===== src/rtl/bsg_pipe_reset_en.sv =====
// Elastic, bubble-collapsing register pipeline of depth_p stages with per-stage valid bits.
// Define BSG_PIPE_FLUSH_EN to add flush_i, which clears all valid bits but keeps data.
module bsg_pipe_reset_en #(
  parameter int unsigned         width_p     = 28,
  parameter int unsigned         depth_p     = 2,
  parameter logic [width_p-1:0]  reset_val_p = '0,
  localparam int unsigned        count_w_lp  = $clog2(depth_p + 1)
) (
  input  logic                  clk_i,
  input  logic                  reset_i,
`ifdef BSG_PIPE_FLUSH_EN
  input  logic                  flush_i,
`endif
  input  logic                  v_i,
  input  logic [width_p-1:0]    data_i,
  output logic                  ready_o,
  output logic                  v_o,
  output logic [width_p-1:0]    data_o,
  input  logic                  yumi_i,
  output logic [count_w_lp-1:0] count_o
);

  logic [depth_p-1:0] r_valid;
  logic [width_p-1:0] r_data [depth_p];

  logic               w_flush;
  logic               w_stall;
  logic [depth_p:0]   w_free;
  logic [depth_p-1:0] w_move;
  logic [depth_p-1:0] w_load;
  logic [depth_p-1:0] w_valid_d;
  logic [count_w_lp-1:0] w_count;

`ifdef BSG_PIPE_FLUSH_EN
  assign w_flush = flush_i;
`else
  assign w_flush = 1'b0;
`endif

  // Reset and flush freeze all movement so nothing is accepted or delivered.
  assign w_stall = reset_i | w_flush;

  // w_free[k] means slot k is empty or empties this cycle; walks from the output back to the input.
  always_comb begin
    w_free          = '0;
    w_move          = '0;
    w_free[depth_p] = yumi_i;
    for (int k = int'(depth_p) - 1; k >= 0; k--) begin
      w_move[k] = r_valid[k] & w_free[k+1] & ~w_stall;
      w_free[k] = ~r_valid[k] | w_move[k];
    end
  end

  assign ready_o = ~w_stall & w_free[0];

  always_comb begin
    w_load    = '0;
    w_load[0] = v_i & ready_o;
    for (int k = 1; k < int'(depth_p); k++) begin
      w_load[k] = w_move[k-1];
    end
    w_valid_d = w_load | (r_valid & ~w_move);
  end

  always_ff @(posedge clk_i) begin
    if (reset_i) begin
      r_valid <= '0;
      for (int k = 0; k < int'(depth_p); k++) begin
        r_data[k] <= reset_val_p;
      end
    end else if (w_flush) begin
      r_valid <= '0;
    end else begin
      r_valid <= w_valid_d;
      if (w_load[0]) r_data[0] <= data_i;
      for (int k = 1; k < int'(depth_p); k++) begin
        if (w_load[k]) r_data[k] <= r_data[k-1];
      end
    end
  end

  always_comb begin
    w_count = '0;
    for (int k = 0; k < int'(depth_p); k++) begin
      w_count = w_count + count_w_lp'(r_valid[k]);
    end
  end

  assign count_o = w_count;
  assign v_o     = r_valid[depth_p-1];
  assign data_o  = r_data[depth_p-1];

endmodule


===== config.mk =====
export PLATFORM = sky130hd
export DESIGN_NAME = bsg_pipe_reset_en
export DESIGN_NICKNAME = d
export VERILOG_FILES = /design/src/rtl/bsg_pipe_reset_en.sv
export SDC_FILE = /design/constraint.sdc
export NUM_CORES = 1
export LEC_CHECK = 0
export ABC_CLOCK_PERIOD_IN_PS = 1800
export BUFFER_PORTS_ARGS = -buffer_cell sky130_fd_sc_hd__buf_2
export CORE_ASPECT_RATIO = 1.75
export CORE_MARGIN = 1.5
export CORE_UTILIZATION = 55
export CTS_BUF_LIST = sky130_fd_sc_hd__clkbuf_2 sky130_fd_sc_hd__clkbuf_4 sky130_fd_sc_hd__clkbuf_8
export DETAILED_ROUTE_END_ITERATION = 7
export PLACE_DENSITY = 0.8
export SLEW_MARGIN = 10
export SYNTH_ARGS = -nofsm -noshare
export SYNTH_HDL_FRONTEND = slang
export SYNTH_SLANG_ARGS = --single-unit

===== constraint.sdc =====
create_clock -name clk_i -period 1.8 [get_ports clk_i]
set_input_delay 0.09 -clock clk_i [delete_from_list [all_inputs] [get_ports clk_i]]
set_output_delay 0.09 -clock clk_i [all_outputs]
set_load 0.02 [all_outputs]

==> results.tsv <==
metric	value	unit
layoutNonFillerInstCount	263	
initial_utilization	57.8	%
hold_class	in2reg	
cp_num_buf_inv	1	
ys_warn_count	0	
clock_sinks	58	
avgRoutedWirePerCell	16.2	um
cpPeakStageDelay	0.46	ns
synth_top_cell_by_area	edfxtp_1	
nFillCells	314	
dieArea	5440	um2
hpwl	2.72	mm
critPathMaxFanout	56	
grt_max_degree	57	
grt_remaining_overflow	0	
synth_edf_count	56	
drt-total-wl	4.27	mm
yosysSeqAreaShare	62.7	%
synth_nets	199	
final_util	65.3	%
fp.dieW	56.4	um
fin_skew	0.00764	ns
synth.most_common_cell	edfxtp_1	
clkPwrFrac	36.6	%
grt_pass1_vias	1430	
max_freq	689	MHz
rsz0062_at_grt	false	
setup_viol	0	
slew_viol_final	0	
syn_area_per_cell	16.5	um2
grt_antenna_before_repair	0	
root_buffer	clkbuf_8	
finalNetCount	239	
postLayoutCellArea	3100	um2
layout-drive-gt1-share	58.8	%
irDropWorstVdd	0.643	mV
total_power	0.00308	W
cts_buffer_depth	2	
swShare	22.9	%
placed_cells	246	
multi_input_area	704	um2
viasPerCell	5.30	
critPathArrivalTime	1.52	ns
core	4750	um2
synth_flop_cell	edfxtp_1	
hold_viol_final	0	
tightest_slew	0.337	ns
cap_violations	0	
finalCritPeriodShare	80.6	%
drt_iter0_markers	26	
path_delay_family	flip-flops	
path_cells	and3b_2 -> buf_12 -> nor3b_1	
syn_to_final_growth	13.0	%
power.density	994	nW/um2
diodes	0	
grt_pass1_wl	6.69	mm
cts.reportedPaths.clkPinSlew	0.06	ns
synth.area.top_cells	edfxtp_1, nor3b_2, buf_4, nor3b_1, buf_6	
p_switching	0.000705	W
final_antenna_net_count	0	
async_reset_ff_share	0	%
row_count	33	
run_status	finished clean	
cts_tree	yes	
boundaryPins	64	
totalNegativeSetupSlack	0	ns
synth_commonest_cells	edfxtp_1, nor3b_2, buf_4	
dr.pass1.iters	4	
place_area	2900	um2
fp.dieH	96.4	um
ctsHtreeMaxLevel	3	
cp_slowest_cell	dfxtp_1	
slew-limit-headroom	77.6	%
clock_latency	0.34	ns
post-route-drc-count	0	
syn_inst	166	
cp-end-kind	flip-flop	
ys_ff_latch	58	
portBuffers	63	
finalWeightedCongestion	0.726	
fin_crit	1.45	ns
via_count	1395	
p_leak	1.23	nW
crit_type	reg2reg	
syn-cell-area	2740	um2
power.internal	0.00238	W
gr-usage-all-layers	17.4	%
ys_types	16	
yosysTopAreaCellShare	61.3	%
cts_buffers	9	
comb_power_share	10.7	%
crit_required	1.87	ns
power_frac_seq	52.7	%
startpoint_type	flip-flop	
ff_latch_area	1720	um2
[logic make-up (layout without fill, tap and decap cells)]
| logic type | after synthesis | count (layout) | share of synthesized area [%] |
|---|---|---|---|
| AND/OR/NAND/NOR | 60 | 60 | 23.6 |
| AO/OA/AOI/OAI | 5 | 5 | 1.19 |
| flip-flops | 58 | 58 | 62.7 |
| adder cells (fa/ha/maj) | 1 | 1 | 0.456 |
| buffers and inverters | 42 | 87 | 12.0 |
[cell usage in the layout (no fill, tap or decap), drive strengths merged]
cell type    count
a21o             2
a21oi            2
and3b            1
buf             68
bufinv           1
clkbuf          10
clkinv           3
clkinvlp         2
dfxtp            2
dlygate4sd3      1
edfxtp          56
ha               1
inv              2
nand2b           1
nand3b           1
nor2             1
nor3b           56
o21bai           1
[area by class of cell]
class                      instances  area share (%)
clock buffer                      10            4.24
clock inverter                     6            1.86
inverter                           2           0.242
multi-input combinational         66            22.7
sequential                        58            55.5
tap                               52            2.10
timing repair buffer              69            13.3
[timing repair]
| item | CTS | global route |
|---|---|---|
| resized for setup | 0 | 0 |
| hold endpoints to repair | 2 | 0 |
| hold buffers | 1 | 0 |
| buffers inserted | 0 | 0 |
[final timing paths]
| path | to | cells after the start | slack (ns) | from |
|---|---|---|---|---|
| max | r_data[0][49] | 3 | 0.35 | r_valid[0] |
| min | r_valid[0] | 3 | 0.04 | v_i |
| max reg2reg | r_data[0][49] | 3 | 0.35 | r_valid[0] |
| min reg2reg | r_valid[1] | 2 | 0.56 | r_valid[0] |
[worst min-delay path, stage by stage]
cell and delay [ns]:
buf_2 0.13, inv_1 0.06, a21oi_1 0.05
[registers in the layout (all words and copies together), names as in the netlist]
name	count
r_data	56
r_valid	2
[per-stage QoR]
step / setup WS [ns] / hold WS, ns
6_report: 0.348 / 0.0418
5_1_grt: 0.316 / 0.0538
4_1_cts: 0.360 / 0.0301
3_5_place_dp: 0.357 / 0.336
3_3_place_gp: 0.472 / 0.316
2_1_floorplan: 0.255 / 0.159
[routing by layer]
layer,vias up,GRT usage [%],share of wire (%),wire [um]
li1,662,-,-,-
met1,671,18.4,38,1620
met2,52,28.6,54,2310
met3,10,7.46,5.7,245
met4,0,10.7,2.4,103
met5,-,0,0,0
[power by group through the flow]
stage                     combinational [W]  sequential, W  clock (W)
after floorplan                    0.000280        0.00164          0
after global placement             0.000319        0.00164          0
after detailed placement           0.000332        0.00165          0
after CTS                          0.000335        0.00162    0.00115
after global routing               0.000355        0.00163    0.00122
final                              0.000331        0.00162    0.00113
Note: power is estimated with default switching activity, not from simulation.
